`config.mk`:
```
export PLATFORM = sky130hd
export DESIGN_NAME = bram_port_arbiter
export DESIGN_NICKNAME = d
export VERILOG_FILES = /design/src/rtl/bram_arb_pkg.sv /design/src/rtl/bram_arb_select.sv /design/src/rtl/bram_port_arbiter.sv
export SDC_FILE = /design/constraint.sdc
export NUM_CORES = 1
export LEC_CHECK = 0
export ABC_AREA = 1
export CAP_MARGIN = 10
export CORE_ASPECT_RATIO = 0.7
export CORE_MARGIN = 2
export CORE_UTILIZATION = 50
export CTS_CLUSTER_DIAMETER = 80
export DETAILED_ROUTE_END_ITERATION = 10
export DONT_BUFFER_PORTS = 1
export PLACE_DENSITY = 0.69
export SETUP_SLACK_MARGIN = 0.4
export SYNTH_ARGS = -nofsm -noshare
export SYNTH_HDL_FRONTEND = slang
export SYNTH_HIERARCHICAL = 1
export SYNTH_SLANG_ARGS = --single-unit
export TNS_END_PERCENT = 10
```
`constraint.sdc`:
```
create_clock -name clk -period 2.26 [get_ports clk]
set_input_delay 0.339 -clock clk [delete_from_list [all_inputs] [get_ports clk]]
set_output_delay 0.339 -clock clk [all_outputs]
set_load 0.01 [all_outputs]
```
`src/rtl/bram_arb_pkg.sv`:
```
// Shared constants, types and helpers for the block-RAM port-A arbiter.
// Consumers: bram_arb_select and bram_port_arbiter (optional BRAM_ARB_RR_EN).
package bram_arb_pkg;

   localparam int REQ_WR  = 0;
   localparam int REQ_TX  = 1;
   localparam int REQ_PC  = 2;
   localparam int NUM_REQ = 3;

   localparam int BRAM_ADDR_W = 9;
   localparam int BRAM_DATA_W = 32;

   typedef logic [NUM_REQ-1:0] gnt_vec_t;

   // Encode a one-hot grant into its requester index; an idle vector maps to 0.
   function automatic logic [1:0] onehot_to_idx(input gnt_vec_t v);
      logic [1:0] idx;
      case (v)
         3'b001:  idx = 2'd0;
         3'b010:  idx = 2'd1;
         3'b100:  idx = 2'd2;
         default: idx = 2'd0;
      endcase
      return idx;
   endfunction

endpackage

```
`src/rtl/bram_arb_select.sv`:
```
// Combinational 3-way requester picker producing a one-hot select.
// BRAM_ARB_RR_EN defined: round-robin after last_gnt; otherwise fixed wr > tx > pc.
module bram_arb_select
   import bram_arb_pkg::*;
(
`ifdef BRAM_ARB_RR_EN
   input  logic [1:0] last_gnt,
`endif
   input  gnt_vec_t   req_masked,
   output gnt_vec_t   sel
);

`ifdef BRAM_ARB_RR_EN
   logic found_s;
   int   idx_s;

   // Rotating search that starts at the requester after the last one served.
   always_comb begin
      sel     = '0;
      found_s = 1'b0;
      idx_s   = 0;
      for (int k = 1; k <= NUM_REQ; k++) begin
         idx_s = (int'(last_gnt) + k) % NUM_REQ;
         if (!found_s && req_masked[idx_s]) begin
            sel[idx_s] = 1'b1;
            found_s    = 1'b1;
         end else begin
            found_s = found_s;
         end
      end
   end
`else
   // Static priority: the writer always wins, the perceptron only when alone.
   always_comb begin
      sel = '0;
      if (req_masked[REQ_WR]) begin
         sel[REQ_WR] = 1'b1;
      end else if (req_masked[REQ_TX]) begin
         sel[REQ_TX] = 1'b1;
      end else if (req_masked[REQ_PC]) begin
         sel[REQ_PC] = 1'b1;
      end else begin
         sel = '0;
      end
   end
`endif

endmodule

```
`src/rtl/bram_port_arbiter.sv`:
```
// Registered grant scheduler sharing BRAM port A between writer, UART reader and perceptron.
// Optional round-robin selection is enabled by defining BRAM_ARB_RR_EN.
module bram_port_arbiter
   import bram_arb_pkg::*;
#(
   parameter  int ADDR_W = BRAM_ADDR_W,
   parameter  int DATA_W = BRAM_DATA_W,
   localparam int BE_W   = DATA_W / 8
) (
   input  logic              clk,
   input  logic              rst,
   input  logic              wr_req,
   input  logic [ADDR_W-1:0] wr_addr,
   input  logic [DATA_W-1:0] wr_data,
   input  logic [BE_W-1:0]   wr_be,
   output logic              wr_gnt,
   input  logic              tx_req,
   input  logic [ADDR_W-1:0] tx_addr,
   output logic              tx_gnt,
   output logic              tx_rvalid,
   input  logic              pc_req,
   input  logic [ADDR_W-1:0] pc_addr,
   output logic              pc_gnt,
   output logic              pc_rvalid,
   output logic              bram_en,
   output logic [BE_W-1:0]   bram_we,
   output logic [ADDR_W-1:0] bram_addr,
   output logic [DATA_W-1:0] bram_din,
   input  logic [DATA_W-1:0] bram_dout,
   output logic              busy
);

   gnt_vec_t          req_s;
   gnt_vec_t          req_masked_s;
   gnt_vec_t          sel_s;
   gnt_vec_t          gnt_r;
   logic [1:0]        rv_r;
   logic              en_r;
   logic [BE_W-1:0]   we_r;
   logic [ADDR_W-1:0] addr_r;
   logic [DATA_W-1:0] din_r;
   logic              nxt_en_s;
   logic [BE_W-1:0]   nxt_we_s;
   logic [ADDR_W-1:0] nxt_addr_s;
   logic [DATA_W-1:0] nxt_din_s;

   // A requester holding req during its grant cycle is hidden so it cannot win twice.
   assign req_s        = {pc_req, tx_req, wr_req};
   assign req_masked_s = req_s & ~gnt_r;

`ifdef BRAM_ARB_RR_EN
   logic [1:0] last_r;

   bram_arb_select u_select (
      .last_gnt   (last_r),
      .req_masked (req_masked_s),
      .sel        (sel_s)
   );

   // Remember the last served requester; reset points at pc so wr is searched first.
   always_ff @(posedge clk or negedge rst) begin
      if (!rst) begin
         last_r <= 2'(REQ_PC);
      end else if (|sel_s) begin
         last_r <= onehot_to_idx(sel_s);
      end else begin
         last_r <= last_r;
      end
   end
`else
   bram_arb_select u_select (
      .req_masked (req_masked_s),
      .sel        (sel_s)
   );
`endif

   // Port-A command for the next cycle; address and data hold when idle.
   always_comb begin
      nxt_en_s   = |sel_s;
      nxt_we_s   = '0;
      nxt_addr_s = addr_r;
      nxt_din_s  = din_r;
      case (sel_s)
         3'b001: begin
            nxt_addr_s = wr_addr;
            nxt_we_s   = wr_be;
            nxt_din_s  = wr_data;
         end
         3'b010: begin
            nxt_addr_s = tx_addr;
            nxt_din_s  = '0;
         end
         3'b100: begin
            nxt_addr_s = pc_addr;
            nxt_din_s  = '0;
         end
         default: begin
            nxt_din_s = din_r;
         end
      endcase
   end

   // Grant, port-A command and read-return pipe registers.
   always_ff @(posedge clk or negedge rst) begin
      if (!rst) begin
         gnt_r  <= '0;
         en_r   <= 1'b0;
         we_r   <= '0;
         addr_r <= '0;
         din_r  <= '0;
         rv_r   <= 2'b00;
      end else begin
         gnt_r  <= sel_s;
         en_r   <= nxt_en_s;
         we_r   <= nxt_we_s;
         addr_r <= nxt_addr_s;
         din_r  <= nxt_din_s;
         rv_r   <= {gnt_r[REQ_PC], gnt_r[REQ_TX]};
      end
   end

   assign wr_gnt    = gnt_r[REQ_WR];
   assign tx_gnt    = gnt_r[REQ_TX];
   assign pc_gnt    = gnt_r[REQ_PC];
   assign tx_rvalid = rv_r[0];
   assign pc_rvalid = rv_r[1];
   assign bram_en   = en_r;
   assign bram_we   = we_r;
   assign bram_addr = addr_r;
   assign bram_din  = din_r;
   assign busy      = (|req_masked_s) | en_r | (|rv_r);

endmodule

```
==> results of run 1 <==
[metal layers]
metal  global-route usage, %  vias to the layer above  part of all wire [%]
met3                   7.459                        4                   9.2
met5                       0                        -                     0
met2                   32.20                       75                    46
met1                   25.09                      807                    44
met4                   5.300                        0                  0.63
li1                        -                      857                     -
[logic make-up (layout without fill, tap and decap cells)]
kind of cell,Yosys count,count (layout),synth area share [%]
and+or+nand+nor,189,192,35.88
buffers and inverters,32,45,7.199
DFF,51,51,56.92
[power by group]
part / internal, mW / switching, mW
registers: 1.06 / 0.181
clock network: 0.240 / 0.264
logic: 0.147 / 0.236
[stage by stage]
step                instance area [sq um]  hold slack (ns)  power, mW
global placement                     2288          0.04444      1.554
detailed placement                   2288          0.04436      1.569
finish                               2531           0.1453      2.133
CTS                                  2471           0.1319      2.138
global route                         2531           0.1287      2.273
floorplan                            2242          0.04341      1.496
[cells in the final DEF, fill, tap and decap left out]
cell / n
nor2_1: 7
buf_16: 1
clkinv_2: 1
nor3_1: 2
nor2_8: 1
buf_6: 1
nand2_1: 143
nor3_4: 1
inv_1: 19
nand2_2: 2
nor2_2: 1
clkbuf_8: 6
nor2_4: 6
nand3_1: 27
inv_2: 2
nand2_4: 2
dfrtp_1: 51
dlygate4sd3_1: 1
buf_4: 13
buf_12: 1
[how the worst max path moves through the flow]
stage,from,to,slack [ns],cells past startpoint
finish,gnt_r[1],bram_din[27],0.52,10
global route,gnt_r[1],bram_addr[4],0.41,11
CTS,gnt_r[1],bram_din[6],0.23,10
detailed placement,gnt_r[1],bram_addr[5],0.07,11
global placement,gnt_r[2],bram_addr[4],0.12,10
floorplan,gnt_r[1],bram_addr[1],0.51,9
[registers in the layout (all words and copies together) (netlist names)]
| name | cells |
|---|---|
| bram_addr | 9 |
| bram_din | 32 |
| bram_en | 1 |
| bram_we | 4 |
| gnt_r | 3 |
| rv_r | 2 |
[final cells by class]
class                           instances  area, sq um
Sequential cell                        51         1276
Clock inverter                          1        5.005
Clock buffer                            6        82.58
Inverter                               21        78.83
Fill cell                             415         1798
Timing Repair Buffer                   17        166.4
Tap cell                               55        68.82
Multi-Input combinational cell        192        853.3
[what timing repair did]
action,CTS,global route
pin swaps,2,2
hold endpoints to repair,51,0
setup endpoints to repair,45,45
gates resized for setup,0,6
buffers inserted,3,4
gates cloned,2,1
hold buffers,2,0
==> metrics.md, run 1 <==
| Metric | Value |
|---|---|
| Max_cap viols | `0` |
| Crit path largest cell delay | `0.44 ns` |
| Skew final | `0.003307 ns` |
| Top cells by area, synth | `dfrtp_1 57%, nand2_1 24%, nand3_1 6.0%` |
| Ports | `152` |
| WL/cell | `14.27 um` |
| Slew @ Worst Pin | `0.3110 ns` |
| Vias in the first global route | `1,748` |
| Die Ht | `60.03 um` |
| Worst-path fanout max | `10` |
| Clk sink count | `51` |
| Synth Register Bits | `51` |
| Min-delay src | `wr_be[2]` |
| Clock Path Buffers | `2` |
| Final setup vio count | `0` |
| Pleak | `1.427 nW` |
| Crit-path cells | `nor2_2 -> inv_2 -> nor2_1 -> buf_6 -> nor2_4 -> nand2_4 -> nand2_4 -> nor2_4 -> nand2_1 -> nand2_1` |
| Starting Density | `51.79%` |
| CTS HTree Levels | `2` |
| CTS root buffer | `clkbuf_8` |
| Crit end category | `flop` |
| Final Util | `58.47%` |
| Peak VDD IR | `438.5 uV` |
| Via/cell ratio | `5.082` |
| Average size of a mapped cell | `8.243 sq um` |
| Dpl hpwl | `3164 um` |
| Fin Setup TNS | `0 ns` |
| Final Cycle Share | `76.85%` |
| Crit Path Class | `reg -> reg` |
| Clock latency on the worst-skew pair | `0.29 ns` |
| Syn nets | `372` |
| Syn Inst Count | `272` |
| Worst setup SP type | `flop` |
| Dpl ws | `0.07045 ns` |
| Synth top area share | `56.92%` |
| Count leader, synth | `nand2_1` |
| Row cnt | `20` |
| Arr. time, crit path | `1.97 ns` |
| DR vias | `1,743` |
| Overflow after GRT | `0` |
| Slowest-stage cell, CP | `dfrtp_1` |
| Placed instance count | `324` |
| CTS tree | `yes` |
| IO Port Bufs | `0` |
| First drt pass iteration count | `4` |
| P per Cell Area | `842.8 nW/um^2` |
| Slew Limit Fails | `0` |
| DRC errors left | `0` |
| Worst hold path class | `in -> reg` |
| Share of layout cells above drive strength 1 | `13.19%` |
| TritonCTS Buffers | `5` |
| Initial DRC count | `77` |
| Ys async rst share | `100.0%` |
| Path depth of the worst reg2reg path | `10` |
| Antenna viol nets, final | `0` |
| Worst R2R Start | `gnt_r[1]` |
| Fmax | `0.5758 GHz` |
| Sequential share of the synthesized area | `56.92%` |
| Post-synth EDFFs | `0` |
| Gr usage total | `19.69%` |
| Chip Width | `84.04 um` |
| Post-Syn Area | `2242 sq um` |
| Run status | `finished clean` |
| Synth cell count leaders | `143 x nand2_1, 51 x dfrtp_1, 27 x nand3_1, 19 x inv_1, 9 x nor2_1` |
| Top Family by Delay on Critical Path | `simple AND/OR/NAND/NOR gates` |
| Synth area leader | `dfrtp_1` |
| ANT cells | `0` |
| RSZ-0062 raised after global routing | `no` |
| Final hold vios | `0` |
| Core area | `4329 sq um` |
| Required time of the critical path | `2.49 ns` |
| Yosys warning count | `6` |
| Worst R2R End | `bram_din[27]` |
| Detailed-route wire length | `4893 um` |
| Final std cells w/o fill | `343` |
| Tmin final | `1.737 ns` |
| Placer congestion estimate | `0.8197` |
| Nets@finish | `388` |
| First-pass GRT wire length | `7721 um` |
| Number of distinct library cells after synthesis | `16` |
| Initial antenna violation count | `0` |
| Hold path cells | `2` |
| WHS Endpoint | `bram_we[2]` |
| R2R Setup Slk | `0.52 ns` |
| Prevailing post-synth register cell | `dfrtp_1` |
| Final worst setup slack | `0.5233 ns` |
| Critical path buffer and inverter count | `2` |
| Slew headroom | `79.22%` |
| Die area | `5045 sq um` |
| Largest net degree at the start of global routing | `52` |
| Clock input transition at the sequential cells of the worst setup and hold paths | `0.08 ns` |
| Synthesis-to-finish area growth | `12.89%` |
Power figures use the tool's default switching activity.
==> inputs of run 2 (changes only) <==
--- a/config.mk
+++ b/config.mk
@@ -13,7 +13,7 @@
 export CTS_CLUSTER_DIAMETER = 80
 export DETAILED_ROUTE_END_ITERATION = 10
 export DONT_BUFFER_PORTS = 1
-export PLACE_DENSITY = 0.69
+export PLACE_DENSITY = 0.72
 export SETUP_SLACK_MARGIN = 0.4
 export SYNTH_ARGS = -nofsm -noshare
 export SYNTH_HDL_FRONTEND = slang
==> constraint.sdc (replaced) <==
create_clock -name clk -period 1.44 [get_ports clk]
set_input_delay 0.216 -clock clk [delete_from_list [all_inputs] [get_ports clk]]
set_output_delay 0.216 -clock clk [all_outputs]
set_load 0.01 [all_outputs]
==> metrics.md, run 2 (same netlist as run 1, synthesis figures left out) <==
| Metric | Value |
|---|---|
| Run status | `complete, but fails checks` |
| Failing checks | `negative hold slack, negative setup slack` |
| CTS root buffer | `clkbuf_8` |
| Clock Path Buffers | `2` |
| Final worst setup slack | `-0.08696 ns` |
| Row cnt | `20` |
| Antenna viol nets, final | `0` |
| CTS HTree Levels | `2` |
| Overflow after GRT | `0` |
| Crit end category | `flop` |
| Detailed-route wire length | `4671 um` |
| DP Area | `2404 sq um` |
| Placer congestion estimate | `0.7331` |
| Starting Density | `51.79%` |
| ANT cells | `0` |
| Initial antenna violation count | `0` |
| GRT busiest layer | `met2` |
| Required time of the critical path | `1.63 ns` |
| Largest register FFs | `32` |
| Commonest non-fill, non-tap cells in the layout | `142 x nand2_1, 51 x dfrtp_1, 27 x nand3_1` |
| TritonCTS Buffers | `5` |
| Dpl hpwl | `3445 um` |
| Slowest-stage cell, CP | `dfrtp_1` |
| Final setup vio count | `42` |
| Final Cycle Share | `106.0%` |
| P per Cell Area | `1347 nW/um^2` |
| Chip Width | `84.04 um` |
| Hold Slack | `-0.4024 ns` |
| Crit path largest cell delay | `0.42 ns` |
| Core area | `4329 sq um` |
| Die area | `5045 sq um` |
| IO Port Bufs | `0` |
| Fmax | `0.6549 GHz` |
| Nets@finish | `392` |
| Share of layout cells above drive strength 1 | `16.38%` |
| Initial DRC count | `68` |
| Arr. time, crit path | `1.72 ns` |
| Clock input transition at the sequential cells of the worst setup and hold paths | `0.10 ns` |
| WL/cell | `13.42 um` |
| Peak VDD IR | `770.4 uV` |
| Final Util | `60.75%` |
| Clock latency on the worst-skew pair | `0.30 ns` |
| Slew @ Worst Pin | `0.2474 ns` |
| Skew final | `0.005892 ns` |
| Met2 Track Usage GR | `30.73%` |
| Slew Limit Fails | `0` |
| Post-route cell area | `2630 sq um` |
| Slew headroom | `83.47%` |
| Met1 Track Usage GR | `26.72%` |
| DR vias | `1,700` |
| Crit-path cells | `nor2_4 -> buf_6 -> nor2_2 -> nand2_2 -> nand2_4 -> nor2_8 -> inv_2 -> nand2_1 -> nand2_1` |
| Worst hold path class | `in -> async` |
| Vias in the first global route | `1,723` |
| Fin Setup TNS | `-2.516 ns` |
| Max_cap viols | `0` |
| Critical path buffer and inverter count | `2` |
| Cell mode on critical path | `nand2_1` |
| Tmin final | `1.527 ns` |
| DRC errors left | `0` |
| Largest net degree at the start of global routing | `52` |
| First drt pass iteration count | `4` |
| Commonest non-fill, non-tap cell in the layout | `nand2_1` |
| Worst-path fanout max | `9` |
| Worst setup SP type | `flop` |
| Placed instance count | `334` |
| Via/cell ratio | `4.885` |
| Met3 usage | `7.597%` |
| Final hold vios | `51` |
| Top Family by Delay on Critical Path | `simple AND/OR/NAND/NOR gates` |
| Ports | `152` |
| Crit Path Class | `reg -> reg` |
| Clk sink count | `51` |
| CTS tree | `yes` |
| Pleak | `1.472 nW` |
| Synthesis-to-finish area growth | `17.30%` |
| Die Ht | `60.03 um` |
| First-pass GRT wire length | `7810 um` |
| Gr usage total | `19.64%` |
| Final std cells w/o fill | `348` |
| RSZ-0062 raised after global routing | `yes` |
[run 2: cell types whose count changed in the layout (fill, tap and decap cells not counted), moves of 2 or more]
cell | before | now
nor2_1 | 7 | 4
nor2_2 | 1 | 3
buf_6 | 1 | 7
nor2_4 | 6 | 4
[run 2: power by group]
group | internal, mW | total [mW] | leakage (nW) | switching [mW]
Clock | 0.524 | 0.995 | 0.0548 | 0.471
Sequential | 1.67 | 1.95 | 0.656 | 0.284
Combinational | 0.263 | 0.595 | 0.761 | 0.332
[run 2: worst paths after layout]
kind,startpoint,endpoint,slack (ns),cells past startpoint
max,gnt_r[0],bram_addr[5],-0.09,9
min,rst,bram_din[21],-0.40,0
max reg2reg,gnt_r[0],bram_addr[5],-0.09,9
min reg2reg,gnt_r[2],rv_r[1],0.53,1
max in group asynchronous,rst,bram_din[3],1.75,0
min in group clk,wr_be[1],bram_we[1],0.01,2
[run 2: timing repair]
action | CTS | global route
buffers inserted | 3 | 1
pin swaps | 4 | 5
resized for setup | 10 | 1
endpoints found under the hold margin | 51 | 52
cloned | 1 | 0
setup endpoints to repair | 51 | 51
[run 2: cell type report]
class,count,area (sq um)
Timing Repair Buffer,24,254.0
Tap cell,55,68.82
Multi-Input combinational cell,189,834.6
Fill cell,405,1699
Inverter,21,81.33
Sequential cell,51,1276
Clock inverter,3,46.29
Clock buffer,5,68.82
[run 2: routing by layer]
metal	vias to the layer above	part of all wire [%]
li1	862	-
met1	756	45
met2	80	45
met3	2	10
met4	0	0.19
met5	-	0
[run 2: stage by stage]
stage	setup WS, ns	power [mW]
after detailed placement	-0.1626	2.533
after floorplan	-0.08833	2.367
after global routing	-0.2061	3.759
final	-0.08696	3.544
after global placement	-0.1375	2.505
after CTS	-0.1184	3.577
==> variant 1: new RTL, settings of run 1 <==
The package constant `BRAM_ADDR_W` goes from 9 to 7.
--- a/src/rtl/bram_arb_pkg.sv
+++ b/src/rtl/bram_arb_pkg.sv
@@ -8,5 +8,5 @@
    localparam int NUM_REQ = 3;
 
-   localparam int BRAM_ADDR_W = 9;
+   localparam int BRAM_ADDR_W = 7;
    localparam int BRAM_DATA_W = 32;
 
Interface: changed (resized bram_addr, pc_addr, tx_addr and wr_addr); port bits go from 152 to 144. The function was not compared with the original's and may differ.
==> variant 1 against run 1 <==
Cell area is 5.1% lower. First-iteration DRC count is 74% lower. Area after synthesis is 6.9% lower. Global-route usage is 1.9 points lower. Sequential cell count is 2 lower. Largest cell class unchanged. Total power is 4.6% lower. Routed wire length is 10% lower. Setup slack worse by 7.5 ps.
==> variant 1: results (changes against run 1) <==
stage	metric	value	unit	change
run_status	status	completed		
logic_synthesis	netlist.area_leader.share	58.8	%	+1.8 points
placement	place.gp.congestion	0.725		-12%
critical_path	ff2ff_setup_slack	520	ps	
power_and_ir_drop	leakagePower	0.00134	uW	-5.9%
placement	dp.cells	302		-6.8%
logic_synthesis	synth_nets	345		-7.3%
critical_path	startpoint	gnt_r[1]		
critical_path	cp-endpoint	bram_din[20]		
route	wl_met3	431	um	-4.2%
timing	fin_skew	5.42	ps	+2.11 ps
global_route	grt_util_met3	6.85	%	-0.60 points
finish	largest_reg_flops	32		unchanged
global_route	antenna_found_initial	0		unchanged
hold_path	min_from	wr_be[1]		
logic_synthesis	ys_warn_count	6		unchanged
clock_network	htreeDepth	2		unchanged
logic_synthesis	synth_commonest_cells	nand2_1, dfrtp_1, nand3_1		
logic_synthesis	synth.area.top_cells	dfrtp_1, nand2_1, nand3_1		
power_and_ir_drop	comb_power_share	17.7	%	-0.3 points
global_route	grt_pass1_vias	1427		-18%
power_and_ir_drop	ir_drop	0.679	mV	+55%
placement	placed_cell_area	0.00217	sq mm	-5.1%
route	drtIter0Drc	20		-74%
power_and_ir_drop	switching_share	31.7	%	-0.25 points
logic_synthesis	async_flop_share	100	%	unchanged
route	wirelength	4390	um	-10%
placement	hpwl	2980	um	-5.9%
route	wire_per_inst	13.9	um	-2.9%
logic_synthesis	synth_cells	251		-7.7%
power_and_ir_drop	powerSeq	1190	uW	-5%
global_route	grt_use_total	17.8	%	-1.9 points
finish	final_layout_size_suffix_gt1_share	13.6	%	+0.39 points
timing	hold_ws	147	ps	+1.48 ps
power_and_ir_drop	p_seq_share	58.5	%	about the same
global_route	met2_usage	28.7	%	-3.5 points
timing	relSlewSlack	83.2	%	+4.0 points
critical_path	arrival	1930	ps	-40 ps
finish	num-nets-final	358		-7.7%
logic_synthesis	synth_cell_types	16		unchanged
hold_path	hold_path_end	bram_we[1]		
finish	fillers	368		-11%
logic_synthesis	seq_area_frac_synth	58.8	%	+1.8 points
route	wl_met1	1900	um	-12%
timing	max_freq	573	MHz	-0.43%
critical_path	crit_path_max_fanout	7		-3
global_route	grt_pass1_wl	6370	um	-18%
global_route	met1_usage	22.3	%	-2.8 points
route	wl_met2	2030	um	-9.8%
clock_network	cts_buffers	5		unchanged
critical_path	r2r_cells	11		+1
global_route	grt_max_degree	50		-3.8%
placement	dp_slack	409	ps	+339 ps
route	num_vias	1547		-11%
## variant 1: what timing repair did
action / CTS / global route
hold buffers: 2 / 0
pin swaps: 0 / 2
cloned: 0 / 2
gates resized for setup: 1 / 10
hold endpoints to repair: 49 / 0
setup buffers: 0 / 3
setup endpoints to repair: 4 / 43
## variant 1: kinds of logic (layout without fill, tap and decap cells)
logic type             after synthesis  count (layout)  share of synthesized area [%]
DFF                                 49              49                           58.8
and+or+nand+nor                    173             173                           34.7
buffers and inverters               29              43                           6.59
## variant 1: cell type report
cell class                      count  area [sq um]  area share (%)
Inverter                           19          76.3            3.18
Sequential cell                    49          1230            51.1
Clock buffer                        7          76.3            3.18
Multi-Input combinational cell    173           748            31.2
Clock inverter                      1          7.51           0.313
Timing Repair Buffer               16           200            8.34
Tap cell                           52          65.1            2.71
==> variant 2: new RTL, flow settings as in run 1 <==
Made on the original files. `din_r` no longer has a reset.
--- a/src/rtl/bram_port_arbiter.sv
+++ b/src/rtl/bram_port_arbiter.sv
@@ -108,5 +108,4 @@
          we_r   <= '0;
          addr_r <= '0;
-         din_r  <= '0;
          rv_r   <= 2'b00;
       end else begin
@@ -115,7 +114,10 @@
          we_r   <= nxt_we_s;
          addr_r <= nxt_addr_s;
-         din_r  <= nxt_din_s;
          rv_r   <= {gnt_r[REQ_PC], gnt_r[REQ_TX]};
       end
+   end
+
+   always_ff @(posedge clk) begin
+      din_r <= nxt_din_s;
    end
 
Check against the original RTL: not equivalent (a bounded check fails within 4 cycles, from zero or initial values and one cycle with rst low).
==> variant 2 against run 1 <==
Critical path depth is 1 lower. Sequential cell count unchanged. Setup slack got worse by 57 ps. Cell area is 2.0% higher. Non-clock buffer count decreased by 3. Total power is 1.8% lower. Die area rose by 1.7%. Synthesized cell count decreased by 4.8%. Global-route usage down 2.5 points. Area after synthesis up 1.8%. Routed wire length is 8.1% lower. Fmax decreased by 3.2%.
==> variant 2: results (changes against run 1) <==
stage	metric	value	unit	change
run_status	status	completed		
clock_network	cts_sinks	51		unchanged
finish	largest_class	flip-flops and latches		
route	wl_met2	2160	um	-3.8%
finish	clk_share	3.00	%	-0.46 points
logic_synthesis	synth_commonest_cells	inv_1, nand2_1, nor2_1		
power_and_ir_drop	ir_drop	0.476	mV	+8.5%
finish	seq_area	0.00144	sq mm	+13%
route	num_vias	1562		-10%
finish	buf_share	4.75	%	-1.8 points
finish	fillers	395		-4.8%
global_route	met2_usage	26.2	%	-6.0 points
critical_path	r2r_cells	9		-1
timing	max_slew.worst_pin.slew	908	ps	+597 ps
logic_synthesis	async_flop_share	37.3	%	-63 points
power_and_ir_drop	pg_clk	476	uW	-5.7%
hold_path	hold_path_end	bram_we[3]		
finish	num-nets-final	374		-3.6%
floorplanning	die-area	0.00513	sq mm	+1.7%
global_route	grt_use_total	17.2	%	-2.5 points
placement	hpwl	3270	um	+3.3%
global_route	grt_max_degree	35		-33%
critical_path	startpoint	gnt_r[0]		
critical_path	crit_path_max_fanout	17		+7
hold_path	min_from	wr_be[3]		
route	wire_per_inst	13.7	um	-4.2%
timing	fin_skew	9.79	ps	+6.48 ps
placement	place.gp.congestion	0.779		-5.0%
timing	hold_ws	149	ps	+4.20 ps
critical_path	ff2ff_setup_slack	470	ps	-60 ps
finish	clock_buffers	5		-1
logic_synthesis	ys_warn_count	6		unchanged
logic_synthesis	synth.area.top_cells	edfxtp_1, dfrtp_1, inv_1		
route	drtIter0Drc	85		+10%
logic_synthesis	synth_edf_count	32		+32
critical_path	slowest_stage	dfrtp_2		
global_route	grt_util_met3	6.12	%	-1.3 points
logic_synthesis	seq_area_frac_synth	62.9	%	+6.0 points
global_route	met1_usage	24.1	%	-1.0 points
finish	inverters	76		+260%
finish	final_layout_size_suffix_gt1_share	13.1	%	-0.056 points
global_route	grt_pass1_vias	1404		-20%
logic_synthesis	synth_nets	359		-3.5%
route	wl_met1	2030	um	-6.1%
critical_path	cp-endpoint	bram_din[29]		
finish	buffers	14		-3
finish	multi_input_gates	126		-34%
global_route	grt_pass1_wl	6690	um	-13%
power_and_ir_drop	leakagePower	0.00135	uW	-5.6%
critical_path	arrival	1800	ps	-170 ps
logic_synthesis	synth_cell_types	13		-3
route	wl_met3	287	um	-36%
-- variant 2: changes by cell type after synthesis, sizes merged --
cell           run 1  this run
dfrtp             51        19
nor2              12        45
nand3             27        20
inv               21        75
nor3               3         2
nand2            147        59
buf               11         7
edfxtp             0        32
-- variant 2: cell families after synthesis --
family	count (synthesis)
and+or+nand+nor	126
buffers and inverters	82
DFF	51
-- variant 2: stage by stage --
stage,instances,setup slack [ps],utilization [%],power [uW],instance area [sq um]
after floorplan,259,428,-,1500,2290
after global placement,315,87.6,54.7,1580,2380
after detailed placement,315,41.8,54.7,1590,2380
after CTS,324,389,57.2,2080,2490
after global routing,329,386,59.3,2220,2580
final,329,466,59.3,2090,2580
-- variant 2: timing repair --
item,CTS,global route
pin swaps,1,3
setup endpoints to repair,73,74
resized for setup,5,14
hold endpoints to repair,19,0
setup buffers,1,4
gates cloned,0,1
hold buffers,1,0
